==> src/rtl/cpu_pkg.sv <==
// Shared encodings for the CPU / front-panel memory path.
// Mode values, arbiter state type and default bus widths.
package cpu_pkg;

  localparam int CPU_AW = 16;
  localparam int CPU_DW = 8;

  localparam logic [1:0] MODE_STOP  = 2'b00;
  localparam logic [1:0] MODE_LOAD  = 2'b01;
  localparam logic [1:0] MODE_CHECK = 2'b10;
  localparam logic [1:0] MODE_RUN   = 2'b11;

  typedef enum logic [2:0] {
    S_IDLE,
    S_CPU_WR,
    S_CPU_RD,
    S_PNL_WR,
    S_PNL_RD,
    S_ACK
  } arb_state_t;

endpackage

==> src/rtl/panel_key_sync.sv <==
// Panel key synchronizer and rising-edge pulse generator.
// Optional debounce filter enabled by MEM_ARBITER_DEBOUNCE_EN.
module panel_key_sync #(
  parameter int DB_CYCLES = 16
) (
  input  logic clk,
  input  logic rst,
  input  logic A1,
  output logic evt
);

  logic s1, s2, lvl, lvl_q;

  always_ff @(posedge clk) begin
    if (!rst) begin
      s1 <= 1'b0;
      s2 <= 1'b0;
    end else begin
      s1 <= A1;
      s2 <= s1;
    end
  end

`ifdef MEM_ARBITER_DEBOUNCE_EN
  localparam int CW = $clog2(DB_CYCLES + 1);

  logic          filt;
  logic [CW-1:0] cnt;

  // Level flips only after DB_CYCLES consecutive differing samples
  always_ff @(posedge clk) begin
    if (!rst) begin
      filt <= 1'b0;
      cnt  <= '0;
    end else if (s2 == filt) begin
      cnt <= '0;
    end else if (cnt == CW'(DB_CYCLES - 1)) begin
      filt <= s2;
      cnt  <= '0;
    end else begin
      cnt <= cnt + CW'(1);
    end
  end

  assign lvl = filt;
`else
  logic unused_db;
  assign unused_db = ^DB_CYCLES;
  assign lvl = s2;
`endif

  always_ff @(posedge clk) begin
    if (!rst) lvl_q <= 1'b0;
    else      lvl_q <= lvl;
  end

  assign evt = lvl & ~lvl_q;

endmodule

==> src/rtl/mem_arbiter.sv <==
// Shares the RAM port between the CPU bus and the panel loader.
// A1 debounce is compiled in with MEM_ARBITER_DEBOUNCE_EN.
module mem_arbiter
  import cpu_pkg::*;
#(
  parameter int AW        = CPU_AW,
  parameter int DW        = CPU_DW,
  parameter int PAW       = 8,
  parameter int RD_LAT    = 1,
  parameter int DB_CYCLES = 16
) (
  input  logic           clk,
  input  logic           rst,
  input  logic [1:0]     mode,
  input  logic           A1,
  input  logic [DW-1:0]  D,
  input  logic           cpu_read,
  input  logic           cpu_write,
  input  logic [AW-1:0]  cpu_addr,
  input  logic [DW-1:0]  cpu_wdata,
  output logic [DW-1:0]  cpu_rdata,
  output logic           cpu_ack,
  output logic [AW-1:0]  mem_addr,
  output logic [DW-1:0]  mem_wdata,
  output logic           mem_we,
  output logic           mem_re,
  input  logic [DW-1:0]  mem_rdata,
  output logic [DW-1:0]  check_out,
  output logic [PAW-1:0] panel_addr,
  output logic           busy
);

  arb_state_t state;
  logic       evt, pending, pnl_hold;
  logic [1:0] mode_q, rd_cnt;
  logic       mode_chg, rd_last;
  logic       go_cwr, go_crd, go_pwr, go_prd;

  panel_key_sync #(.DB_CYCLES(DB_CYCLES)) u_key (
    .clk (clk),
    .rst (rst),
    .A1  (A1),
    .evt (evt)
  );

  assign mode_chg = (mode != mode_q);
  assign rd_last  = (rd_cnt == 2'(RD_LAT - 1));
  assign busy     = (state != S_IDLE);

  // Panel grants wait out a mode-change cycle, which drops pending
  assign go_cwr = (mode == MODE_RUN) & cpu_write;
  assign go_crd = (mode == MODE_RUN) & cpu_read & ~cpu_write;
  assign go_pwr = (mode == MODE_LOAD) & pending & ~mode_chg;
  assign go_prd = (mode == MODE_CHECK) & pending & ~mode_chg;

  always_ff @(posedge clk) begin
    if (!rst) begin
      state      <= S_IDLE;
      pending    <= 1'b0;
      pnl_hold   <= 1'b0;
      mode_q     <= MODE_STOP;
      rd_cnt     <= '0;
      panel_addr <= '0;
      cpu_rdata  <= '0;
      cpu_ack    <= 1'b0;
      mem_addr   <= '0;
      mem_wdata  <= '0;
      mem_we     <= 1'b0;
      mem_re     <= 1'b0;
      check_out  <= '0;
    end else begin
      mode_q  <= mode;
      mem_we  <= 1'b0;
      mem_re  <= 1'b0;
      cpu_ack <= 1'b0;
      if (evt) pending <= 1'b1;
      if (mode_chg) begin
        pending    <= 1'b0;
        panel_addr <= '0;
      end
      unique case (state)
        S_IDLE: begin
          unique case (1'b1)
            go_cwr: begin
              state     <= S_CPU_WR;
              mem_we    <= 1'b1;
              mem_addr  <= cpu_addr;
              mem_wdata <= cpu_wdata;
            end
            go_crd: begin
              state    <= S_CPU_RD;
              mem_re   <= 1'b1;
              mem_addr <= cpu_addr;
              rd_cnt   <= '0;
            end
            go_pwr: begin
              state     <= S_PNL_WR;
              mem_we    <= 1'b1;
              mem_addr  <= AW'(panel_addr);
              mem_wdata <= D;
              pending   <= 1'b0;
              pnl_hold  <= 1'b0;
            end
            go_prd: begin
              state    <= S_PNL_RD;
              mem_re   <= 1'b1;
              mem_addr <= AW'(panel_addr);
              rd_cnt   <= '0;
              pending  <= 1'b0;
              pnl_hold <= 1'b0;
            end
            default: state <= S_IDLE;
          endcase
        end
        S_CPU_WR: begin
          state   <= S_ACK;
          cpu_ack <= 1'b1;
        end
        S_CPU_RD: begin
          if (rd_last) begin
            cpu_rdata <= mem_rdata;
            cpu_ack   <= 1'b1;
            state     <= S_ACK;
          end else begin
            rd_cnt <= rd_cnt + 2'd1;
            mem_re <= 1'b1;
          end
        end
        S_PNL_WR: begin
          state <= S_IDLE;
          if (!mode_chg) panel_addr <= panel_addr + PAW'(1);
        end
        S_PNL_RD: begin
          if (rd_last) begin
            check_out <= mem_rdata;
            state     <= S_IDLE;
            if (!mode_chg && !pnl_hold)
              panel_addr <= panel_addr + PAW'(1);
          end else begin
            rd_cnt <= rd_cnt + 2'd1;
            mem_re <= 1'b1;
            if (mode_chg) pnl_hold <= 1'b1;
          end
        end
        S_ACK:   state <= S_IDLE;
        default: state <= S_IDLE;
      endcase
    end
  end

endmodule

==> config.mk <==
export PLATFORM = sky130hd
export DESIGN_NAME = mem_arbiter
export DESIGN_NICKNAME = d
export VERILOG_FILES = /design/src/rtl/cpu_pkg.sv /design/src/rtl/panel_key_sync.sv /design/src/rtl/mem_arbiter.sv
export SDC_FILE = /design/constraint.sdc
export NUM_CORES = 1
export LEC_CHECK = 0
export ABC_AREA = 1
export BUFFER_PORTS_ARGS = -buffer_cell sky130_fd_sc_hd__buf_2
export CELL_PAD_IN_SITES_DETAIL_PLACEMENT = 0
export CELL_PAD_IN_SITES_GLOBAL_PLACEMENT = 1
export CORE_MARGIN = 2
export CORE_UTILIZATION = 34
export DETAILED_ROUTE_END_ITERATION = 10
export HOLD_SLACK_MARGIN = 0.05
export PLACE_DENSITY_LB_ADDON = 0.3
export SYNTH_ARGS = -nofsm -noshare
export SYNTH_HDL_FRONTEND = slang
export SYNTH_HIERARCHICAL = 1
export SYNTH_SLANG_ARGS = --single-unit
export TNS_END_PERCENT = 10
==> constraint.sdc <==
create_clock -name clk -period 1.6 [get_ports clk]
set_input_delay 0.32 -clock clk [delete_from_list [all_inputs] [get_ports clk]]
set_output_delay 0.32 -clock clk [all_outputs]
set_load 0.02 [all_outputs]
## After elaboration in Yosys (flattened, before gate mapping)

Index checks and enable logic that the tools add are counted.

- Output and inout port bits: 52
- Register bits: 63

- Add/sub/neg operators: 2
- Multiplexer cells: 28
- Bitwise logic cells: 11
- Eq/ne operators: 15
- Reductions and logical operators: 23

Operator list:

| kind | number |
|---|---|
| $mux W8 | 4 |
| $pmux W16 S2 | 1 |
| $pmux W8 S2 | 2 |
| $pmux W3 S4 | 2 |
| $ne A2 B2 Y1 const B | 7 |
| $reduce_and A2 Y1 | 6 |
| $mux W1 | 11 |
| $reduce_or A2 Y1 | 5 |
| $add A8 B1 Y8 const B | 1 |
| $and A1 B1 Y1 | 8 |
| $reduce_bool A2 Y1 | 4 |
| $eq A3 B2 Y1 const B | 2 |
| $mux W3 | 2 |
| $pmux W1 S2 | 3 |
| $eq A2 B2 Y1 const B | 2 |
| $mux W2 | 2 |
| $pmux W2 S2 | 1 |
| $reduce_and A4 Y1 | 1 |
| $eq A3 B1 Y1 const B | 1 |
| $eq A3 B3 Y1 const B | 1 |
| $logic_not A3 Y1 | 1 |
| $not A1 Y1 | 3 |
| $reduce_and A3 Y1 | 1 |
| $reduce_bool A3 Y1 | 1 |
| other kinds (6) | 7 |

## Logic depth before layout (Yosys ltp)

- Word-level depth: 6
- Gate-level depth with buffers: 11

## Cells and area by module

Netlist, hierarchy kept.

By module, submodules not included:

| module | sequential area each (µm²) | instances | cells each | area an instance (µm²) |
|---|---|---|---|---|
| mem_arbiter | 1,201.2 | 1 | 424 | 2,875.3 |
| panel_key_sync | 60.1 | 1 | 11 | 92.6 |

## Worst setup path before layout

OpenSTA, ideal clock, no wires.

- Path kind: input to register
- From: in mode[0]
- To: reg mem_addr[10]
- Setup slack: 0.215 ns
- Data required time: 1.472 ns
- Buffers on the path: 2
- Stages on the path: 9
- Arrival time: 1.257 ns
- Path through: buf_2 -> nor2_1 -> nand4_1 -> nand2_4 -> o21ai_4 -> buf_6 -> nand2_1 -> o21ai_1 -> nor2_1

- Word-level cells in the longest chain between the ends: 6

Ends and longest elaborated chain:

| what | line | text |
|---|---|---|
| start, declared | mem_arbiter.sv:14 | `input logic [1:0] mode,` |
| $eq A2 B2 Y1, or another cell as far along | mem_arbiter.sv:51, mem_arbiter.sv:52 |  |
| $and A1 B1 Y1, or another cell as far along | mem_arbiter.sv:52 | `assign go_crd = (mode == MODE_RUN) & cpu_read & ~cpu_write;` |
| $and A1 B1 Y1, on equally long branches | mem_arbiter.sv:52, mem_arbiter.sv:53, mem_arbiter.sv:54 |  |
| $reduce_or A2 Y1 (no source line) | - |  |
| $reduce_bool A2 Y1 (no source line) | - |  |
| $reduce_and A2 Y1 (no source line) | - |  |
| end signal, assigned | mem_arbiter.sv:87 | `mem_addr <= cpu_addr;` |
| end signal, assigned | mem_arbiter.sv:93 | `mem_addr <= cpu_addr;` |
| end signal, assigned | mem_arbiter.sv:99 | `mem_addr <= AW'(panel_addr);` |
| end, declared | mem_arbiter.sv:23 | `output logic [AW-1:0] mem_addr,` |

Parallel ways exist; a longest one is shown, timed or not.
A chain may end at the register's enable or synchronous reset.

## Worst setup path in the final report

- From: reg state[2]
- To: out busy

- Word-level cells in the longest chain between the ends: 1

Ends and longest elaborated chain:

| what | line | text |
|---|---|---|
| start, declared | mem_arbiter.sv:33 | `arb_state_t state;` |
| start signal, assigned | mem_arbiter.sv:58 | `state <= S_IDLE;` |
| start signal, assigned | mem_arbiter.sv:85 | `state <= S_CPU_WR;` |
| start signal, assigned | mem_arbiter.sv:91 | `state <= S_CPU_RD;` |
| $reduce_bool A3 Y1 | mem_arbiter.sv:48 | `assign busy = (state != S_IDLE);` |
| end, declared | mem_arbiter.sv:30 | `output logic busy` |

Every way passes these cells.

==> results.json <==
{
  "grt_pass1_wl_mm": 12.9,
  "crit_chain": "nor2_1, nand2_2, buf_2",
  "grtUsageTotal_pct": 16.7,
  "setup_tns_ns": 0,
  "die_h_um": 97.4,
  "syn_nets": 484,
  "dp_hpwl_mm": 5.48,
  "reg2reg_slack_ns": 0.17,
  "post-route-period-util_pct": 93.2,
  "cts_inserted_buffers": 9,
  "drt_iter0_drc": 113,
  "rr_worst_depth": 10,
  "min_period_ns": 1.49,
  "wl_per_cell_um": 11.6,
  "post_synth_instance_area_um2": 2970,
  "final_cell_mix": "nand2_1, buf_2, nor2_1, dfxtp_1, inv_1",
  "synthCells": 435,
  "synth_warnings": 6,
  "dpl_worst_slack_ns": 0.0923,
  "drv_slew": 0,
  "overflow": 0,
  "port_buffers": 98,
  "via_per_inst": 4.52,
  "regToRegStartpoint": "mode_q[0]$_SDFF_PN0_",
  "area_delta_synth_final_pct": 28.2,
  "setup_viol": 0,
  "grt_pass1_vias": 2767,
  "ant_nets": 0,
  "finish.instance_area_um2": 3800,
  "gp_congestion": 0.857,
  "rows": 34,
  "cpPeakStageDelay_ns": 0.35,
  "final_common_cell": "nand2_1",
  "synthAdderAreaFrac_pct": 0.843,
  "layout-drive-gt1-share_pct": 26.3,
  "start_util_pct": 34.5,
  "seq_area_frac_synth_pct": 42.5,
  "cpMaxStageDelayCell": "dfxtp_1",
  "cts.path.max_buffers": 2,
  "avgSynthCellArea_um2": 6.82,
  "power_density_nw_per_um2": 908,
  "hold_path_depth": 3,
  "grt_max_degree": 33,
  "stdcell_count": 655,
  "num_vias": 2962,
  "cts-resized-gates": 0,
  "cts-hold-fix-buffers": 0,
  "synth_top_family_by_area": "simple AND/OR/NAND/NOR gates",
  "core_area_um2": 8590,
  "critPathLaunchType": "flop",
  "clock_latency_ns": 0.34,
  "rr_endpoint": "panel_addr[7]$_SDFF_PN0_",
  "irDropWorstVdd_v": 0.000388,
  "status": "finished, final reports clean",
  "placedCellCount": 642,
  "antenna_cells": 0,
  "relSlewSlack_pct": 76.7,
  "synth-simple-area-share_pct": 32.4,
  "whs_endpoint": "u_key/s1$_SDFF_PN0_",
  "die_w_um": 97.4,
  "die_area_um2": 9490,
  "hold_path_class": "in -> reg",
  "drc_errors": 0,
  "clock-skew-final_ns": 0.00838,
  "cts-root-buf": "clkbuf_8",
  "cts_setup_buffers": 0,
  "final_nets": 594,
  "clk_pin_slew_ns": 0.07,
  "crit_fanout": 5,
  "endpoint_kind": "output pin",
  "synthMuxAreaShare_pct": 0,
  "fmax_ghz": 0.670,
  "synth_xor_area_share_pct": 0.590,
  "timing.final.ws_setup_ns": 0.108,
  "ioPinCount": 99,
  "holdWs_ns": 0.159,
  "cts_num_sinks": 63,
  "ys_top_cells_by_area": "dfxtp_1, nand2_1, nor2_1",
  "worst_pin_slew_ns": 0.347,
  "hold_violations": 0,
  "crit_arrival_ns": 1.17,
  "synth_compound_area_share_pct": 12.4,
  "htreeDepth": 3,
  "async_reset_ff_share_pct": 0,
  "p_leak_nw": 2.03,
  "yosys_register_bits": 63,
  "grt_setup_unrepaired": "false",
  "synth_edf_count": 0,
  "cts_tree": "yes",
  "hold_start": "A1",
  "synth-main-ff-cell": "dfxtp_1",
  "drtPass1Iterations": 5,
  "synth_top_area_share_pct": 42.5,
  "cap_viol_max_count": 0,
  "placement.cell_area_um2": 3630,
  "wl_mm": 7.62,
  "synth_top_cell_by_area": "dfxtp_1",
  "worstPathRequired_ns": 1.28,
  "antenna_found_initial": 0,
  "crit_type": "reg -> out",
  "synth_cell_types": 31
}
-- area by class of cell --
type	count	area, um^2
multi-input combinational	293	1370
inverter	64	240
fill	923	4790
timing repair buffer	114	623
clock inverter	1	5.00
sequential	63	1260
tap	108	135
clock buffer	12	165
-- metrics by stage --
step | total power, mW | utilization [%]
3_5_place_dp | 2.24 | 42.3
3_3_place_gp | 2.24 | 42.3
5_1_grt | 3.65 | 44.3
4_1_cts | 3.51 | 44.2
2_1_floorplan | 2.05 | -
6_report | 3.45 | 44.3
-- layer usage --
| metal | global-route usage (%) | up-vias | wire length, um |
|---|---|---|---|
| met5 | 0 | - | 0 |
| met4 | 7.05 | 0 | 122 |
| met3 | 4.53 | 10 | 471 |
| met2 | 27.1 | 77 | 3520 |
| met1 | 20.8 | 1310 | 3500 |
| li1 | - | 1565 | - |
-- where the power goes --
part	total, mW	leakage [nW]	switching [mW]	internal (mW)
combinational	0.526	1.42	0.326	0.200
clock	1.25	0.0902	0.587	0.661
sequential	1.68	0.513	0.0378	1.64
total	3.45	2.03	0.951	2.50
-- registers in the layout, summed over array words and instances (netlist names) --
signal,cells
mem_addr,16
check_out,8
cpu_rdata,8
mem_wdata,8
panel_addr,8
state,3
mode_q,2
rd_cnt,2
cpu_ack,1
mem_re,1
mem_we,1
pending,1
pnl_hold,1
u_key/lvl,1
u_key/lvl_q,1
u_key/s1,1
-- cell families (layout without fill, tap and decap cells) --
logic type | after synthesis | in the layout
flops | 63 | 63
buf+inv | 79 | 191
xor+xnor | 2 | 2
fa+ha+maj | 2 | 2
compound gates | 66 | 66
simple gates | 223 | 223
-- cell usage after synthesis, types with 3 or more instances --
master / instances
nand2_1: 104
nor2_1: 75
dfxtp_1: 63
inv_1: 59
nand3_1: 27
o21ai_0: 27
a21oi_1: 24
o21ai_1: 10
buf_6: 4
clkbuf_1: 4
buf_2: 3
inv_2: 3
nand4_1: 3
nor2_2: 3
nor2_4: 3
nor3_1: 3
-- critical path, delay by kind of cell (launching register included) --
kind	cells	cell delay (ns)
flops	1	0.35
buf+inv	1	0.18
simple gates	2	0.29
-- how the worst max path moves through the flow --
stage / start / to / slack (ns) / cells past startpoint
floorplan: mode[0] / mem_addr[10]$_SDFFE_PN0P_ / 0.22 / 9
global placement: mode[1] / mem_addr[7]$_SDFFE_PN0P_ / 0.12 / 9
detailed placement: mode[1] / mem_addr[7]$_SDFFE_PN0P_ / 0.09 / 9
CTS: state[2]$_SDFFE_PN0P_ / busy / 0.04 / 3
global route: mode_q[1]$_SDFF_PN0_ / panel_addr[7]$_SDFF_PN0_ / 0.006 / 10
finish: state[2]$_SDFFE_PN0P_ / busy / 0.11 / 3
(Power assumes the default switching activity.)
